[src/rtl/kuuga_mem_pkg.sv]
// Shared types and helpers for the Kuuga BRAM mux and its round-robin arbiter.
package kuuga_mem_pkg;

  localparam int MAX_CH         = 8;
  localparam int BYTES_PER_WORD = 4;

  // Index width that never collapses to zero bits, so a single channel still has an ID field.
  function automatic int clog2_min1(input int n);
    return (n <= 1) ? 1 : $clog2(n);
  endfunction

  localparam int CH_ID_W = clog2_min1(MAX_CH);

  typedef struct packed {
    logic               valid;
    logic [CH_ID_W-1:0] ch_id;
    logic               err;
  } mem_rsp_t;

endpackage

[src/rtl/kuuga_rr_arbiter.sv]
// Combinational round-robin arbiter: the search starts at ptr_i and the first requester wins.
// Zero latency and stateless; the caller owns and advances the pointer.
module kuuga_rr_arbiter
  import kuuga_mem_pkg::*;
#(
  parameter int N     = 2,
  parameter int IDX_W = clog2_min1(N)
) (
  input  logic [N-1:0]     req_i,
  input  logic [IDX_W-1:0] ptr_i,
  output logic [N-1:0]     gnt_o,
  output logic [IDX_W-1:0] idx_o,
  output logic             vld_o
);

  always_comb begin
    logic [IDX_W-1:0] cand;
    gnt_o = '0;
    idx_o = '0;
    vld_o = 1'b0;
    cand  = '0;
    for (int i = 0; i < N; i++) begin
      cand = IDX_W'((int'(ptr_i) + i) % N);
      if (!vld_o && req_i[cand]) begin
        vld_o       = 1'b1;
        idx_o       = cand;
        gnt_o[cand] = 1'b1;
      end
    end
  end

endmodule

[src/rtl/kuuga_bram_mux.sv]
// Round-robin bridge from N req/gnt/rvalid ports onto one single-port BRAM; grant in the request cycle.
// Responses arrive exactly READ_LATENCY cycles after the grant, one per cycle, with no backpressure.
module kuuga_bram_mux
  import kuuga_mem_pkg::*;
#(
  parameter int                    NUM_CH         = 2,
  parameter int                    ADDR_WIDTH     = 32,
  parameter int                    DATA_WIDTH     = 8 * BYTES_PER_WORD,
  parameter int                    MEM_ADDR_WIDTH = 16,
  parameter logic [ADDR_WIDTH-1:0] BASE_ADDR      = '0,
  parameter int                    READ_LATENCY   = 2
) (
  input  logic                           clk,
  input  logic                           rst_n,
  input  logic [NUM_CH-1:0]              ch_req_i,
  output logic [NUM_CH-1:0]              ch_gnt_o,
  input  logic [NUM_CH*ADDR_WIDTH-1:0]   ch_addr_i,
  input  logic [NUM_CH-1:0]              ch_we_i,
  input  logic [NUM_CH*DATA_WIDTH/8-1:0] ch_be_i,
  input  logic [NUM_CH*DATA_WIDTH-1:0]   ch_wdata_i,
  output logic [NUM_CH-1:0]              ch_rvalid_o,
  output logic [NUM_CH*DATA_WIDTH-1:0]   ch_rdata_o,
  output logic [NUM_CH-1:0]              ch_err_o,
  output logic                           mem_en_o,
  output logic [DATA_WIDTH/8-1:0]        mem_we_o,
  output logic [MEM_ADDR_WIDTH-1:0]      mem_addr_o,
  output logic [DATA_WIDTH-1:0]          mem_wdata_o,
  input  logic [DATA_WIDTH-1:0]          mem_rdata_i
);

  localparam int BPW    = DATA_WIDTH / 8;
  localparam int OFF_SH = (BPW > 1) ? $clog2(BPW) : 0;
  localparam int IDX_W  = clog2_min1(NUM_CH);

  if (READ_LATENCY < 1 || READ_LATENCY > 4) begin : g_bad_latency
    $error("kuuga_bram_mux: READ_LATENCY must be 1..4");
  end
  if (DATA_WIDTH < 8 || DATA_WIDTH % 8 != 0) begin : g_bad_width
    $error("kuuga_bram_mux: DATA_WIDTH must be a non-zero multiple of 8");
  end
  if (NUM_CH < 1 || NUM_CH > MAX_CH) begin : g_bad_ch
    $error("kuuga_bram_mux: NUM_CH must be 1..8");
  end

  logic [NUM_CH-1:0]     arb_gnt;
  logic [IDX_W-1:0]      arb_idx;
  logic                  arb_vld;
  logic                  gnt_vld;
  logic [IDX_W-1:0]      rr_ptr_q, rr_ptr_d;
  logic [ADDR_WIDTH-1:0] sel_addr, off, word_full;
  logic                  in_win;

  kuuga_rr_arbiter #(.N(NUM_CH), .IDX_W(IDX_W)) u_arb (
    .req_i (ch_req_i),
    .ptr_i (rr_ptr_q),
    .gnt_o (arb_gnt),
    .idx_o (arb_idx),
    .vld_o (arb_vld)
  );

  // Grants are suppressed while reset is held so nothing reaches the BRAM or the pipeline.
  assign gnt_vld  = arb_vld & rst_n;
  assign ch_gnt_o = arb_gnt & {NUM_CH{rst_n}};

  assign sel_addr  = ch_addr_i[arb_idx*ADDR_WIDTH +: ADDR_WIDTH];
  assign off       = sel_addr - BASE_ADDR;
  assign word_full = off >> OFF_SH;
  assign in_win    = (sel_addr >= BASE_ADDR) && ((word_full >> MEM_ADDR_WIDTH) == '0);

  always_comb begin
    mem_en_o    = 1'b0;
    mem_we_o    = '0;
    mem_addr_o  = '0;
    mem_wdata_o = '0;
    if (gnt_vld && in_win) begin
      mem_en_o    = 1'b1;
      mem_we_o    = ch_we_i[arb_idx] ? ch_be_i[arb_idx*BPW +: BPW] : '0;
      mem_addr_o  = word_full[MEM_ADDR_WIDTH-1:0];
      mem_wdata_o = ch_wdata_i[arb_idx*DATA_WIDTH +: DATA_WIDTH];
    end
  end

  assign rr_ptr_d = !gnt_vld                         ? rr_ptr_q :
                    (arb_idx == IDX_W'(NUM_CH - 1))  ? '0       :
                                                       arb_idx + 1'b1;

  mem_rsp_t rsp_q [READ_LATENCY];
  mem_rsp_t rsp_d0;
  mem_rsp_t rsp_last;

  assign rsp_d0 = '{valid: gnt_vld, ch_id: CH_ID_W'(arb_idx), err: !in_win};

  always_ff @(posedge clk or negedge rst_n) begin
    if (!rst_n) begin
      rr_ptr_q <= '0;
      for (int s = 0; s < READ_LATENCY; s++) begin
        rsp_q[s] <= '0;
      end
    end else begin
      rr_ptr_q <= rr_ptr_d;
      rsp_q[0] <= rsp_d0;
      for (int s = 1; s < READ_LATENCY; s++) begin
        rsp_q[s] <= rsp_q[s-1];
      end
    end
  end

  assign rsp_last = rsp_q[READ_LATENCY-1];

  always_comb begin
    ch_rvalid_o = '0;
    ch_err_o    = '0;
    ch_rdata_o  = '0;
    for (int k = 0; k < NUM_CH; k++) begin
      if (rsp_last.valid && rsp_last.ch_id == CH_ID_W'(k)) begin
        ch_rvalid_o[k] = 1'b1;
        ch_err_o[k]    = rsp_last.err;
        if (!rsp_last.err) begin
          ch_rdata_o[k*DATA_WIDTH +: DATA_WIDTH] = mem_rdata_i;
        end
      end
    end
  end

endmodule

[config.mk]
export PLATFORM = sky130hd
export DESIGN_NAME = kuuga_bram_mux
export DESIGN_NICKNAME = d
export VERILOG_FILES = /design/src/rtl/kuuga_mem_pkg.sv /design/src/rtl/kuuga_rr_arbiter.sv /design/src/rtl/kuuga_bram_mux.sv
export SDC_FILE = /design/constraint.sdc
export NUM_CORES = 1
export LEC_CHECK = 0
export CELL_PAD_IN_SITES_DETAIL_PLACEMENT = 1
export CELL_PAD_IN_SITES_GLOBAL_PLACEMENT = 2
export CORE_ASPECT_RATIO = 1.1
export CORE_UTILIZATION = 10
export CTS_BUF_LIST = sky130_fd_sc_hd__clkbuf_4
export DETAILED_ROUTE_END_ITERATION = 8
export PLACE_DENSITY_LB_ADDON = 0.1
export SLEW_MARGIN = 10
export SYNTH_ARGS = -nofsm -noshare
export SYNTH_HDL_FRONTEND = slang
export SYNTH_SLANG_ARGS = --single-unit
export TNS_END_PERCENT = 100
[constraint.sdc]
create_clock -name clk -period 2.65 [get_ports clk]
set_clock_uncertainty 0.2 [all_clocks]
set_input_delay 0.53 -clock clk [delete_from_list [all_inputs] [get_ports clk]]
set_output_delay 0.53 -clock clk [all_outputs]
set_load 0.05 [all_outputs]
==> metrics.yaml, run 1 <==
run_status:
  status: "complete, but fails checks"
  violations: "setup timing"
placed_design:
  dpl.hpwl_um: 10910
  dp_slack_ns: -0.5471
  gp_congestion: 0.7411
  io_buffers: 292
yosys:
  ys_ff_latch: 7
  synth_edf_count: 0
  synth_top_family_by_area: "simple AND/OR/NAND/NOR gates"
  synth_common_cells: "nand2_1 (97), nor2_1 (67), a21oi_2 (49)"
  synth-async-reset-ratio: 1.000
  ys_warn_count: 0
  synthAdderAreaFrac: 0
  synth_nets: 498
  synth_top_area_share: 0.2297
  synthCells: 324
  syn_avg_cell_area_um2: 5.766
  synth_area_leaders: "a21oi_2 (23%), nand2_1 (19%), nor2_1 (13%)"
  yosysSeqAreaShare: 0.09377
  synth_compound_area_frac: 0.2773
  synth_top_cell_by_area: "a21oi_2"
  yosysUniqueCellTypes: 28
  synth-simple-area-share: 0.5258
  syn_area_mm2: 0.001868
  synth_xor_area_frac: 0
  synthMostInstantiatedCell: "nand2_1"
  synth_ff_type: "dfrtp_1"
  synth_mux_area_frac: 0
setup_path:
  worstPathMaxFanout: 8
  r2r-start: "rr_ptr_q"
  r2r_cells: 5
  worstSetupStartpoint: "ch_addr_i[18]"
  crit_end: "mem_wdata_o[22]"
  r2r-end: "rsp_q[5]"
  crit_required_ns: 1.92
  r2r_setup_slack_ns: 1.09
  end_kind: "output pin"
  cp-start-kind: "input port"
  crit_type: "input port to output pin"
  critPathArrivalTime_ns: 2.09
global_route:
  grt_pass1_vias: 3651
  grt_max_degree: 35
  overflow: 0
  antenna_found_initial: 1
  grt_pass1_wl_um: 20600
  grtUsageTotal: 0.1358
pwr:
  p_comb_frac: 0.712
  total_power_mw: 0.7747
  p_per_area_mw_per_mm2: 110.3
  p_sw_mw: 0.2893
  ir_drop_v: 0.00007243
  p_int_mw: 0.4855
  seq_power_share: 0.152
  p_leak_nw: 2.571
  clkPwrFrac: 0.136
  switching_share: 0.3734
detailed_routing:
  wl_um: 13930
  wl_per_cell_um: 15.92
  vias: 3395
  ant_nets: 0
  drc_errors: 0
  drtIter0Drc: 78
  firstDrtPassIters: 5
  vias_per_cell: 3.880
die:
  die_w_um: 132.3
  ioPinCount: 297
  die-area_mm2: 0.01923
  die_y_um: 145.3
  coreArea_mm2: 0.01835
  initial_utilization: 0.1018
  fp-row-count: 52
timing:
  period_share: 1.066
  slew_headroom: 0.4255
  finalHoldViolCount: 0
  fin_tns_setup_ns: -7.718
  fin_crit_ns: 2.824
  tightest_slew_ns: 0.8618
  slew_viol_final: 0
  post-route-worst-setup-slack_ns: -0.1739
  max_freq_mhz: 354.1
  rsz0062_at_grt: "yes"
  setup_viol: 50
clocking:
  cts_buffers: 3
  root_buffer: "clkbuf_4"
  clkTransAtPathRegs_ns: 0.05
  htreeDepth: 1
  clock_latency_ns: 0.25
  cts_buffer_depth: 2
  cts_tree: "done"
  cts_sinks: 7
flow_run:
  drv_cap: 0
hold_path:
  hold_class: "register to register"
cells_and_area:
  finalNetCount: 805
  drive_gt1_frac: 0.3968
  area_growth_pct: 276.0
layout make-up:
class,instances,area (um2)
multi-input combinational,278,1922
timing repair buffer,328,4521
inverter,13,66.31
antenna,2,5.005
tap,243,304.0
fill,2083,11320
clock buffer,4,30.03
sequential,7,175.2
registers in the layout, summed over array words and instances (netlist names):
name,flops
rsp_q,3
rr_ptr_q,1
rsp_last,3
worst min-delay path by stage:
| stage | from | endpoint | slack, ns | depth (start not counted) |
|---|---|---|---|---|
| after global placement | rsp_q[9] | rsp_last[4] | 0.13 | 0 |
| after CTS | rsp_q[9] | rsp_last[4] | 0.15 | 0 |
| after floorplan | rst_n | rr_ptr_q | 0.03 | 0 |
| after detailed placement | rsp_q[9] | rsp_last[4] | 0.14 | 0 |
| final | rsp_q[9] | rsp_last[4] | 0.15 | 0 |
| after global routing | rsp_q[5] | rsp_last[0] | 0.15 | 0 |
worst max-delay path, cell delays in order:
cell	delay (ns)
buf_8	0.10
nor4_4	0.26
nand3_2	0.16
o32a_4	0.43
buf_12	0.15
buf_12	0.14
a21oi_2	0.15
buf_12	0.16
metal layers:
metal / GRT usage / vias up / share of wire
met2: 0.2683 / 171 / 0.54
met4: 0.005172 / 0 / 0.0014
met1: 0.1414 / 1585 / 0.36
met5: 0 / - / 0
met3: 0.05016 / 2 / 0.096
li1: - / 1637 / -
power groups by stage:
stage / Clock [mW] / Combinational (mW) / Sequential, mW
3_5_place_dp: 0 / 0.503 / 0.119
5_1_grt: 0.123 / 0.593 / 0.119
3_3_place_gp: 0 / 0.495 / 0.119
4_1_cts: 0.112 / 0.536 / 0.118
6_report: 0.105 / 0.552 / 0.118
2_1_floorplan: 0 / 0.157 / 0.118
placed cells by master (no fill, tap or decap), drive strengths merged, types with 2 or more instances in the layout:
cell	count
nor2	67
nor3	6
o21ai	3
a21oi	50
nor4	6
clkinv	2
dfrtp	7
nand2	97
nand2b	33
clkdlybuf4s50	138
diode	2
clkbuf	9
o21a	4
buf	169
inv	11
dlygate4sd2	5
nand3	3
clkdlybuf4s15	11
cells by family after synthesis:
group,count (synthesis)
buf+inv,39
compound gates,59
flops,7
simple gates,219
through the flow:
stage / std cells / hold slack, ns / util / instance area (um2)
final: 875 / 0.1502 / 0.3828 / 7023
after global routing: 875 / 0.1539 / 0.3828 / 7023
after CTS: 871 / 0.1509 / 0.3760 / 6899
after detailed placement: 857 / 0.1395 / 0.3448 / 6326
after global placement: 857 / 0.1342 / 0.3448 / 6326
after floorplan: 324 / 0.03441 / - / 1868
repair_timing:
item	in CTS	in global routing
pin swaps	13	13
hold buffers	0	0
buffers inserted	5	1
setup endpoints to repair	54	53
cloned	5	2
resized for setup	136	36
Note: power is estimated with default switching activity, not from simulation.
==> inputs of run 2 (changes only) <==
--- a/config.mk
+++ b/config.mk
@@ -10,10 +10,11 @@
 export CORE_ASPECT_RATIO = 1.1
 export CORE_UTILIZATION = 10
 export CTS_BUF_LIST = sky130_fd_sc_hd__clkbuf_4
+export CTS_CLUSTER_DIAMETER = 100
 export DETAILED_ROUTE_END_ITERATION = 8
 export PLACE_DENSITY_LB_ADDON = 0.1
 export SLEW_MARGIN = 10
 export SYNTH_ARGS = -nofsm -noshare
 export SYNTH_HDL_FRONTEND = slang
 export SYNTH_SLANG_ARGS = --single-unit
-export TNS_END_PERCENT = 100
+export TNS_END_PERCENT = 20
==> metrics.yaml, run 2 (synthesis gave the netlist of run 1 again) <==
placed_design:
  dp_cells: 857
  io_buffers: 292
  dpl.hpwl_um: 10910
  gp_congestion: 0.7411
  placed_cell_area_mm2: 0.006326
  dp_slack_ns: -0.5471
detailed_routing:
  top_layer: "met3"
  met2WireLength_um: 7290
  drc_errors: 0
  routed-wl-met3_um: 1324
  wl_um: 13600
  drtIter0Drc: 78
  ant_nets: 0
  firstDrtPassIters: 5
  vias_per_cell: 3.869
  m1WireLength_um: 4981
  vias: 3374
  wl_per_cell_um: 15.59
cells_and_area:
  fin_cells: 872
  post-route-util: 0.3788
  fin_area_mm2: 0.006949
  area_growth_pct: 272.0
  drive_gt1_frac: 0.3907
  layout.cells.most_common_list: "clkdlybuf4s50_1 (138), buf_12 (121), nand2_1 (97)"
  finalNetCount: 802
  layout_commonest_cell: "clkdlybuf4s50_1"
pwr:
  ir_drop_v: 0.00007198
  p_per_area_mw_per_mm2: 109.1
  p_sw_mw: 0.2810
  total_power_mw: 0.7579
  p_comb_frac: 0.706
  p_leak_nw: 2.558
  p_int_mw: 0.4769
  switching_share: 0.3707
  seq_power_share: 0.156
  clkPwrFrac: 0.139
die:
  die-area_mm2: 0.01923
  ioPinCount: 297
  initial_utilization: 0.1018
  coreArea_mm2: 0.01835
  fp-row-count: 52
  die_y_um: 145.3
  die_w_um: 132.3
setup_path:
  r2r_cells: 5
  worstSetupStartpoint: "ch_addr_i[18]"
  cp-start-kind: "input port"
  crit_type: "input port to output pin"
  crit_end: "mem_wdata_o[22]"
  r2r-start: "rr_ptr_q"
  r2r-end: "rsp_q[5]"
  critPathArrivalTime_ns: 2.10
  worstPathMaxFanout: 8
  r2r_setup_slack_ns: 1.11
  end_kind: "output pin"
  crit_required_ns: 1.92
clocking:
  clkTransAtPathRegs_ns: 0.05
  clock_latency_ns: 0.25
  cts_sinks: 7
  cts_buffer_depth: 2
  cts_buffers: 3
  cts_tree: "done"
  root_buffer: "clkbuf_4"
  htreeDepth: 1
  holdBufCountCts: 0
run_status:
  status: "complete, but fails checks"
  violations: "setup timing"
global_route:
  grtUsageTotal: 0.1354
  grt_max_degree: 35
  grt_pass1_vias: 3640
  antenna_found_initial: 1
  grt_pass1_wl_um: 20550
  overflow: 0
flow_run:
  drv_cap: 0
timing:
  slew_headroom: 0.4248
  finalHoldViolCount: 0
  setup_viol: 50
  period_share: 1.067
  rsz0062_at_grt: "yes"
  slew_viol_final: 0
  max_freq_mhz: 353.8
  tightest_slew_ns: 0.8628
  fin_crit_ns: 2.826
  post-route-worst-setup-slack_ns: -0.1764
hold_path:
  hold_class: "register to register"
[run 2: repair_timing]
| action | in CTS | in global routing |
|---|---|---|
| endpoints found under the hold margin | 0 | 0 |
| buffers inserted | 4 | 0 |
| setup endpoints to repair | 54 | 53 |
| resized for setup | 134 | 24 |
| gates cloned | 5 | 0 |
| pin swaps | 12 | 9 |
[run 2: final cells by class]
type | instances | area (um2)
Antenna cell | 2 | 5.005
Clock buffer | 4 | 30.03
Fill cell | 2089 | 11400
Inverter | 13 | 48.80
Multi-Input combinational cell | 278 | 1897
Sequential cell | 7 | 175.2
Tap cell | 243 | 304.0
Timing Repair Buffer | 325 | 4489
[run 2: worst max-delay path, cell delays in order]
cell     delay [ns]
buf_8          0.10
nor4_4         0.26
nand3_2        0.16
o32a_4         0.43
buf_12         0.15
buf_12         0.14
a21oi_2        0.15
buf_12         0.16
[run 2: worst min path at each step]
stage,start,to,cells after the start
floorplan,rst_n,rr_ptr_q,0
global placement,rsp_q[9],rsp_last[4],0
detailed placement,rsp_q[9],rsp_last[4],0
CTS,rsp_q[9],rsp_last[4],0
global route,rsp_q[5],rsp_last[0],0
finish,rsp_q[9],rsp_last[4],0
[run 2: power by group through the flow]
stage / Combinational, mW / Clock [mW] / Sequential, mW
after CTS: 0.536 / 0.112 / 0.118
final: 0.535 / 0.105 / 0.118
after global routing: 0.576 / 0.123 / 0.119
after global placement: 0.495 / 0 / 0.119
after detailed placement: 0.503 / 0 / 0.119
after floorplan: 0.157 / 0 / 0.118
[run 2: per-stage QoR]
stage / hold WS [ns] / TNS [ns]
floorplan: 0.03441 / -0.8710
global placement: 0.1342 / -27.59
detailed placement: 0.1395 / -26.90
CTS: 0.1509 / -8.932
global route: 0.1539 / -10.77
finish: 0.1502 / -7.785
[run 2: routing by layer]
layer,vias to the layer above,global-route usage
met3,0,0.05016
met1,1575,0.1408
met5,-,0
li1,1630,-
met2,169,0.2677
met4,0,0.005172
==> patch, RTL diff (settings of run 1) <==
`ADDR_WIDTH`: 32 -> 40.
--- a/src/rtl/kuuga_bram_mux.sv
+++ b/src/rtl/kuuga_bram_mux.sv
@@ -5,5 +5,5 @@
 #(
   parameter int                    NUM_CH         = 2,
-  parameter int                    ADDR_WIDTH     = 32,
+  parameter int                    ADDR_WIDTH     = 40,
   parameter int                    DATA_WIDTH     = 8 * BYTES_PER_WORD,
   parameter int                    MEM_ADDR_WIDTH = 16,
Interface: changed (resized ch_addr_i); port bits go from 297 to 313. No check against the original RTL was run, so the function may have changed too.
==> patch against run 1 <==
  * Setup slack got worse by 0.20 ns
  * Cell area up 23%
  * Synthesized area is 20% higher
  * Highest routed layer unchanged
  * Critical path type unchanged
  * Largest cell class unchanged
  * The flow still finishes with violations (setup timing)
  * Hold slack got worse by 0.0036 ns
  * Routed wire length up 44%
  * Total power increased by 4.7%
  * Count of clock-buffer cells in the layout stayed put
  * Core utilization increased by 0.92 points
  * Synthesized cell count grew 23%
  * Sequential cell count did not move
==> patch: results (changes against run 1) <==
INFO  metric outcome = finished with violations
INFO  metric failed_checks = setup timing
INFO  metric layout.filler_cells = 2,387 (+15%)
INFO  metric power.internal = 516.7 µW (+6.4%)
INFO  metric synth-seq-area-share = 7.834% (-1.5 points)
INFO  metric fp.dieW = 144.6 µm (+9.3%)
INFO  metric non_filler_instance_count_after_layout = 1,043 (+19%)
INFO  metric yosys-top-cells-area = sky130_fd_sc_hd__or4_1 (17%), sky130_fd_sc_hd__nand4_1 (15%), sky130_fd_sc_hd__nor2_1 (12%)
INFO  metric synth.cells.most_frequent = sky130_fd_sc_hd__nor2_1 (69), sky130_fd_sc_hd__inv_1 (58), sky130_fd_sc_hd__nand4_1 (53), sky130_fd_sc_hd__or4_1 (51), sky130_fd_sc_hd__a21oi_1 (49)
INFO  metric synth_nets = 590 (+18%)
INFO  metric finalSetupViolations = 53 (+6.0%)
INFO  metric grt_pass1_vias = 4,908 (+34%)
INFO  metric fin_ws = -0.3746 ns (-0.2007 ns)
INFO  metric grt_max_degree = 36 (+2.9%)
INFO  metric tightestPinTransition = 0.3666 ns (-0.4952 ns)
INFO  metric detail_route.first_pass.iterations = 4 (-1)
INFO  metric seq_cell_count = 7 (unchanged)
INFO  metric power.combinational.total = 584 µW (+5.8%)
INFO  metric vdd.ir_drop.worst = 0.08482 mV (+17%)
INFO  metric antennaDiodeCount = 1 (-1)
INFO  metric fin_tns_setup = -17.59 ns (-9.870 ns)
INFO  metric critical_path_arrival = 2.29 ns (+0.20 ns)
INFO  metric nonClockInverterCount = 58 (+45)
INFO  metric placed_cell_area = 7869 µm² (+24%)
INFO  metric drt-total-wl = 20.07 mm (+44%)
INFO  metric share_of_cells_above_drive_strength_1 = 47.79% (+8.1 points)
INFO  metric dpl.hpwl = 14.54 mm (+33%)
INFO  metric path_delay_family = simple AND/OR/NAND/NOR gates
INFO  metric seq-cell-share = 2.028% (-0.47 points)
==> patch: cell types whose count changed after synthesis, sizes merged, moves of 4 or more <==
cell and delta:
nand2 -95, nand4 +52, or4 +51, inv +45, clkbuf +20, nor3 -5
a21boi +4, nor4 +4, o21a -4
==> patch: repair_timing <==
action,CTS,global route
resized for setup,172,35
endpoints found under the setup margin,54,54
cloned,13,0
setup buffers,19,8
endpoints found under the hold margin,0,0
pin swaps,44,37
==> patch: worst paths after layout <==
check	to	cells after the start	slack, ns
worst max-delay path	mem_wdata_o[26]	9	-0.37
worst min-delay path	rsp_last[4]	0	0.15
worst max register to register	rsp_q[6]	6	0.98
worst min register to register	rsp_last[4]	0	0.15
max in group asynchronous	rr_ptr_q	2	1.60
min in group asynchronous	rsp_last[0]	2	0.53
==> patch: per-layer routing <==
layer	routed length [µm]	track usage (%)	part of all wire, %	up-vias
met5	0	0	0	-
met4	120	1.722	0.60	0
met3	1792	4.855	8.9	6
met2	10420	32.50	52	202
met1	7738	19.61	39	2099
li1	-	-	-	2109
